===== config.mk =====
export PLATFORM = sky130hd
export DESIGN_NAME = uart_rx_ctrl
export DESIGN_NICKNAME = d
export VERILOG_FILES = /design/src/rtl/uart_pkg.sv /design/src/rtl/uart_rx_fifo.sv /design/src/rtl/uart_rx_ctrl.sv
export SDC_FILE = /design/constraint.sdc
export NUM_CORES = 1
export LEC_CHECK = 0
export ABC_AREA = 1
export CORE_MARGIN = 3
export CORE_UTILIZATION = 61
export DETAILED_ROUTE_END_ITERATION = 7
export PLACE_DENSITY = 0.85
export SLEW_MARGIN = 20
export SYNTH_ARGS = -nofsm -noshare
export SYNTH_HDL_FRONTEND = slang
export SYNTH_SLANG_ARGS = --single-unit

===== constraint.sdc =====
create_clock -name clk -period 3.7 [get_ports clk]
set_clock_uncertainty 0.15 [all_clocks]
set_input_delay 0.37 -clock clk [delete_from_list [all_inputs] [get_ports clk]]
set_output_delay 0.37 -clock clk [all_outputs]
set_load 0.01 [all_outputs]

===== src/rtl/uart_pkg.sv =====
// ============================================================================
// Module  : uart_pkg
// Brief   : Shared types and constants for the UART receive controller.
// Revision: 1.0 - initial release
// ============================================================================
`default_nettype none

package uart_pkg;

    localparam int FIFO_DEPTH   = 8;
    localparam int RST_PRESCALE = 8;
    localparam int TO_BITS      = 12;

    typedef enum logic [1:0] {
        IDLE      = 2'd0,
        ACTIVE    = 2'd1,
        WAIT_HIGH = 2'd2
    } rx_state_t;

    function automatic logic [7:0] sat_inc(input logic [7:0] val);
        return (val == 8'hFF) ? val : val + 8'd1;
    endfunction

endpackage

`default_nettype wire


===== src/rtl/uart_rx_fifo.sv =====
// ============================================================================
// Module  : uart_rx_fifo
// Brief   : Show-ahead byte FIFO with sticky overrun flag.
// Revision: 1.0 - initial release
// ============================================================================
`default_nettype none

module uart_rx_fifo #(
    parameter int DEPTH = 8
) (
    input  logic                           clk,
    input  logic                           rst,
    input  logic                           push,
    input  logic                           pop,
    input  logic [7:0]                     wr_data,
    input  logic                           ovr_clr,
    output logic [7:0]                     rd_data,
    output logic                           full,
    output logic                           empty,
    output logic [$clog2(DEPTH+1)-1:0]     count,
    output logic                           overrun
);

    localparam int C_PTR_W = $clog2(DEPTH);
    localparam int C_CNT_W = $clog2(DEPTH + 1);

    logic [7:0]         r_mem [DEPTH];
    logic [C_PTR_W-1:0] r_wr_ptr;
    logic [C_PTR_W-1:0] r_rd_ptr;
    logic [C_CNT_W-1:0] r_count;
    logic               r_overrun;
    logic               w_do_push;
    logic               w_do_pop;

    assign empty     = (r_count == '0);
    assign full      = (r_count == C_CNT_W'(DEPTH));
    assign w_do_pop  = pop & ~empty;
    // A full FIFO still accepts a push when a pop frees the slot this cycle.
    assign w_do_push = push & (~full | w_do_pop);

    always_ff @(posedge clk) begin
        if (w_do_push) begin
            r_mem[r_wr_ptr] <= wr_data;
        end
    end

    always_ff @(posedge clk or negedge rst) begin
        if (!rst) begin
            r_wr_ptr  <= '0;
            r_rd_ptr  <= '0;
            r_count   <= '0;
            r_overrun <= 1'b0;
        end else begin
            if (w_do_push) begin
                r_wr_ptr <= r_wr_ptr + C_PTR_W'(1);
            end
            if (w_do_pop) begin
                r_rd_ptr <= r_rd_ptr + C_PTR_W'(1);
            end
            case ({w_do_push, w_do_pop})
                2'b10:   r_count <= r_count + C_CNT_W'(1);
                2'b01:   r_count <= r_count - C_CNT_W'(1);
                default: r_count <= r_count;
            endcase
            if (ovr_clr) begin
                r_overrun <= 1'b0;
            end else if (push && !w_do_push) begin
                r_overrun <= 1'b1;
            end
        end
    end

    assign rd_data = empty ? 8'h00 : r_mem[r_rd_ptr];
    assign count   = r_count;
    assign overrun = r_overrun;

endmodule

`default_nettype wire


===== src/rtl/uart_rx_ctrl.sv =====
// ============================================================================
// Module  : uart_rx_ctrl
// Brief   : Frame supervisor, config shadowing and output FIFO for a UART RX.
// Revision: 1.0 - initial release
// ============================================================================
`default_nettype none

module uart_rx_ctrl #(
    parameter int FIFO_DEPTH   = uart_pkg::FIFO_DEPTH,
    parameter int RST_PRESCALE = uart_pkg::RST_PRESCALE,
    parameter int TO_BITS      = uart_pkg::TO_BITS
) (
    input  logic                              clk,
    input  logic                              rst,
    input  logic                              rx_in,
    input  logic [7:0]                        p_data,
    input  logic                              data_valid,
    input  logic                              par_error,
    input  logic                              stop_error,
    output logic [5:0]                        prescale,
    output logic                              par_en,
    output logic                              par_typ,
    input  logic                              cfg_wr,
    input  logic [5:0]                        cfg_prescale,
    input  logic                              cfg_par_en,
    input  logic                              cfg_par_typ,
    output logic                              cfg_pending,
    output logic [7:0]                        out_data,
    output logic                              out_valid,
    input  logic                              out_ready,
    output logic [$clog2(FIFO_DEPTH+1)-1:0]   fifo_count,
    output logic                              overrun,
    output logic [7:0]                        par_err_cnt,
    output logic [7:0]                        stop_err_cnt,
    output logic [7:0]                        timeout_cnt,
    input  logic                              err_clr
);

    import uart_pkg::*;

    logic [1:0] r_sync;
    logic       r_rx_prev;
    logic       w_rx_s;
    logic       w_rx_fall;

    logic       r_dv_prev, r_pe_prev, r_se_prev;
    logic       w_dv_rise, w_pe_rise, w_se_rise;
    logic       w_complete;

    rx_state_t  r_state, w_next_state;
    logic [9:0] r_timer;
    logic [9:0] w_limit;
    logic       w_timeout;

    logic [5:0] r_sh_prescale, r_prescale;
    logic       r_sh_par_en, r_par_en;
    logic       r_sh_par_typ, r_par_typ;
    logic       r_cfg_pending;
    logic       w_apply;

    logic [7:0] r_par_cnt, r_stop_cnt, r_to_cnt;
    logic       w_push;
    logic       w_pop;
    logic       w_full, w_empty;

    assign w_rx_s    = r_sync[1];
    assign w_rx_fall = r_rx_prev & ~w_rx_s;

    assign w_dv_rise  = data_valid & ~r_dv_prev;
    assign w_pe_rise  = par_error  & ~r_pe_prev;
    assign w_se_rise  = stop_error & ~r_se_prev;
    assign w_complete = w_dv_rise | w_pe_rise | w_se_rise;

    assign w_limit   = 10'({4'd0, r_prescale} * 10'(TO_BITS)) - 10'd1;
    // A completion in the same cycle as the limit wins; no timeout is counted.
    assign w_timeout = (r_state == ACTIVE) && !w_complete && (r_timer == w_limit);

    always_ff @(posedge clk or negedge rst) begin
        if (!rst) begin
            r_sync    <= 2'b11;
            r_rx_prev <= 1'b1;
            r_dv_prev <= 1'b0;
            r_pe_prev <= 1'b0;
            r_se_prev <= 1'b0;
        end else begin
            r_sync    <= {r_sync[0], rx_in};
            r_rx_prev <= w_rx_s;
            r_dv_prev <= data_valid;
            r_pe_prev <= par_error;
            r_se_prev <= stop_error;
        end
    end

    always_ff @(posedge clk or negedge rst) begin
        if (!rst) begin
            r_state <= IDLE;
        end else begin
            r_state <= w_next_state;
        end
    end

    always_comb begin
        w_next_state = r_state;
        case (r_state)
            IDLE:      if (w_rx_fall) w_next_state = ACTIVE;
            ACTIVE:    if (w_complete || w_timeout) w_next_state = WAIT_HIGH;
            WAIT_HIGH: if (w_rx_s) w_next_state = IDLE;
            default:   w_next_state = IDLE;
        endcase
    end

    always_ff @(posedge clk or negedge rst) begin
        if (!rst) begin
            r_timer <= '0;
        end else if (r_state == IDLE && w_rx_fall) begin
            r_timer <= '0;
        end else if (r_state == ACTIVE) begin
            r_timer <= r_timer + 10'd1;
        end
    end

    // Shadow updates freely; the live copy only changes between frames.
    assign w_apply = (r_state == IDLE) && r_cfg_pending;

    always_ff @(posedge clk or negedge rst) begin
        if (!rst) begin
            r_sh_prescale <= 6'(RST_PRESCALE);
            r_sh_par_en   <= 1'b0;
            r_sh_par_typ  <= 1'b0;
            r_cfg_pending <= 1'b0;
            r_prescale    <= 6'(RST_PRESCALE);
            r_par_en      <= 1'b0;
            r_par_typ     <= 1'b0;
        end else begin
            if (w_apply) begin
                r_prescale <= r_sh_prescale;
                r_par_en   <= r_sh_par_en;
                r_par_typ  <= r_sh_par_typ;
            end
            if (cfg_wr) begin
                r_sh_prescale <= (cfg_prescale == 6'd0) ? 6'd1 : cfg_prescale;
                r_sh_par_en   <= cfg_par_en;
                r_sh_par_typ  <= cfg_par_typ;
                r_cfg_pending <= 1'b1;
            end else if (w_apply) begin
                r_cfg_pending <= 1'b0;
            end
        end
    end

    always_ff @(posedge clk or negedge rst) begin
        if (!rst) begin
            r_par_cnt  <= 8'd0;
            r_stop_cnt <= 8'd0;
            r_to_cnt   <= 8'd0;
        end else if (err_clr) begin
            r_par_cnt  <= 8'd0;
            r_stop_cnt <= 8'd0;
            r_to_cnt   <= 8'd0;
        end else begin
            if (w_pe_rise) r_par_cnt  <= sat_inc(r_par_cnt);
            if (w_se_rise) r_stop_cnt <= sat_inc(r_stop_cnt);
            if (w_timeout) r_to_cnt   <= sat_inc(r_to_cnt);
        end
    end

    assign w_push = w_dv_rise & ~par_error & ~stop_error;
    assign w_pop  = out_ready & ~w_empty;

    uart_rx_fifo #(
        .DEPTH   (FIFO_DEPTH)
    ) u_fifo (
        .clk     (clk),
        .rst     (rst),
        .push    (w_push),
        .pop     (w_pop),
        .wr_data (p_data),
        .ovr_clr (err_clr),
        .rd_data (out_data),
        .full    (w_full),
        .empty   (w_empty),
        .count   (fifo_count),
        .overrun (overrun)
    );

    assign out_valid    = ~w_empty;
    assign prescale     = r_prescale;
    assign par_en       = r_par_en;
    assign par_typ      = r_par_typ;
    assign cfg_pending  = r_cfg_pending;
    assign par_err_cnt  = r_par_cnt;
    assign stop_err_cnt = r_stop_cnt;
    assign timeout_cnt  = r_to_cnt;

endmodule

`default_nettype wire


==> metrics.txt <==
leakage power=0.003436 µW; crit path time final=approximately 3.3 ns; die width=109.5 µm; Vias=5363; layout cells sized above 1=0.07824; Via-to-Cell Ratio=between 5 and 6; Setup TNS=0 ns; Mean Syn Cell Area=9.030 µm²; switching share of total power=0.3788; Syn-to-layout area delta=21.56%; DP Area=7382 µm²; Rows=37; Hold Worst Slack=0.1206 ns; cells after synthesis=723; largest net degree at the start of global routing=35; CTS resizes=0; starting DRC count in detailed routing=504; CTS Buf Count=17; Combinational Power Share=0.402; mapped cell area=6529 µm²; Register Area=3680 µm²; Setup Crit Path Kind=flip-flop to primary output; Data arrival, critical path=2.82 ns; Fillers=720; top cell type's share of synthesized area=0.2944; share of power burned in the clock network=0.269; Die Y=109.5 µm; peak supply drop=0.0004272 V; Ys Warns=0; CTS sink count=about 130; unrepaired setup endpoints after global routing=false; # nets final=847; total net switching power=between 2000 and 2500 µW; TritonRoute pass-1 iters=5; synth unique cells=36; Pwr Total=5716 µW; Max Cap Viol=0; Worst-Margin Slew=0.7902 ns; initial core utilization=0.6296; Overflow after GRT=0; diodes inserted=0; postcts setup bufs=0; synth top area cells=edfxtp_1, dfrtp_1, nand2_1; worst slack, placed=0.8028 ns; core area=10370 µm²; startpoint types=flip-flop; number of global-route vias before repair=5329; post-synth top area cell=edfxtp_1; final wirelength=15300 µm; die area=11980 µm²; H-tree depth=4; WP data required=3.18 ns; first-pass GRT wire length=25190 µm; Min-Delay Path Class=primary input to flip-flop; Max Transition Viols Final=0; Clock transition at path regs=about 0.060 ns; Final setup viols=0; wire per inst=16.03 µm; Synthesized Nets=765; CTS tree=built; GRT Total Usage=0.2729; status=finished clean; antenna violations before repair=0; fmax=0.2998 GHz; Port-buffer cells=71; ANT nets after route=0; Seq cells post-synth=134; sequential share of power=0.329; CP Capture Type=primary output; CTS root buffer=clkbuf_8; post-route clock period utilization=0.9016; cts hold-fix bufs=1; routability congestion estimate=0.8936; footprint of the multi-input gates=about 2400 µm²; cell-internal power=3551 µW; pwr/cell area=720.2 nW/µm²; DP HPWL=10580 µm; DRC viols=0; CTS max path bufs=2; Final Cell Area=between 7000 and 8000 µm²; largest fanout on the critical path=18; Ports=72; Rel. slew slack=0.4726; Seq/Total Area, Yosys=0.5636; final setup margin=0.3640 ns; latest clock arrival within the worst-skew pair=0.52 ns; Final Hold Violating Endpoints=0
layer usage:
metal  GRT usage  routed length (µm)  up-vias
li1            -                   -     2569
met3     0.05931                 804       32
met1      0.3275                6139     2561
met5           0                   0        -
met4      0.1042                 304        0
met2      0.4808                8048      201
synthesized netlist by cell type (all sizes together):
cell type,count
a21oi,18
a211oi,3
nor2,109
a41oi,1
o22ai,9
nand4,12
clkbuf,13
nand3,46
a31oi,10
xor2,6
a311oi,1
or2,3
xnor2,6
ha,15
nor3,8
fa,2
buf,1
dfstp,5
o21ai,80
dfrtp,65
nand2,149
o32ai,1
nor4,1
edfxtp,64
inv,94
clkinv,1
power by group through the flow:
stage,clock [µW],sequential [µW],combinational [µW]
floorplan,0,1890,1540
global placement,0,1890,2190
detailed placement,0,1900,2260
CTS,1560,1880,2300
global route,1630,1900,2570
finish,1540,1880,2300
placed cells by master (no fill, tap or decap), drive strengths merged, types with 6 or more instances in the layout:
cell type / instances
a31oi: 10
nor2: 109
xor2: 6
o22ai: 9
buf: 6
nand2: 149
inv: 95
o21ai: 80
edfxtp: 64
clkdlybuf4s50: 70
ha: 15
xnor2: 6
a21oi: 18
nor3: 8
dfrtp: 65
clkbuf: 24
nand3: 46
nand4: 12
state kept, by name (all words and copies together) (netlist names), 3 cells and up:
signal           cells
u_fifo.count         4
r_timer             10
u_fifo.r_rd_ptr      3
timeout_cnt          8
prescale             6
stop_err_cnt         8
u_fifo.r_wr_ptr      3
u_fifo.r_mem        64
par_err_cnt          8
r_sh_prescale        6
worst paths after layout:
path | start | endpoint | slack (ns) | cells after the start
setup / recovery | u_fifo.r_rd_ptr[1] | out_data[5] | 0.36 | 6
min in group asynchronous | rst | u_fifo.r_rd_ptr[1] | 0.32 | 2
max in group asynchronous | rst | r_rx_prev | 2.20 | 3
setup reg to reg | prescale[1] | timeout_cnt[5] | 0.86 | 15
hold reg to reg | r_sync[0] | r_sync[1] | 0.21 | 0
hold / removal | rx_in | r_sync[0] | 0.12 | 1
logic make-up after synthesis:
kind of cell | count (synthesis) | share of synthesized area
buf+inv | 109 | 0.06382
xor+xnor | 12 | 0.01610
simple gates | 328 | 0.2202
flops | 134 | 0.5636
fa+ha+maj | 17 | 0.03488
compound gates | 123 | 0.1014
layout make-up:
type,instances,share of cell area
Clock inverter,8,0.009302
Tap cell,136,0.02144
Timing Repair Buffer,77,0.09491
Inverter,95,0.04493
Clock buffer,24,0.05928
Multi-Input combinational cell,480,0.3065
Sequential cell,134,0.4637
stage by stage:
step	instances	util
after global placement	921	0.7119
final	954	0.7653
after CTS	954	0.7653
after floorplan	723	-
after detailed placement	921	0.7119
after global routing	954	0.7653
worst max-delay path, stage by stage, from the launching register on:
cell	delay [ns]
dfrtp_1	0.56
inv_1	0.48
o21ai_0	0.20
o22ai_1	0.18
o21ai_0	0.14
a31oi_1	0.17
clkdlybuf4s50_1	0.56
Note: power is estimated with default switching activity, not from simulation.
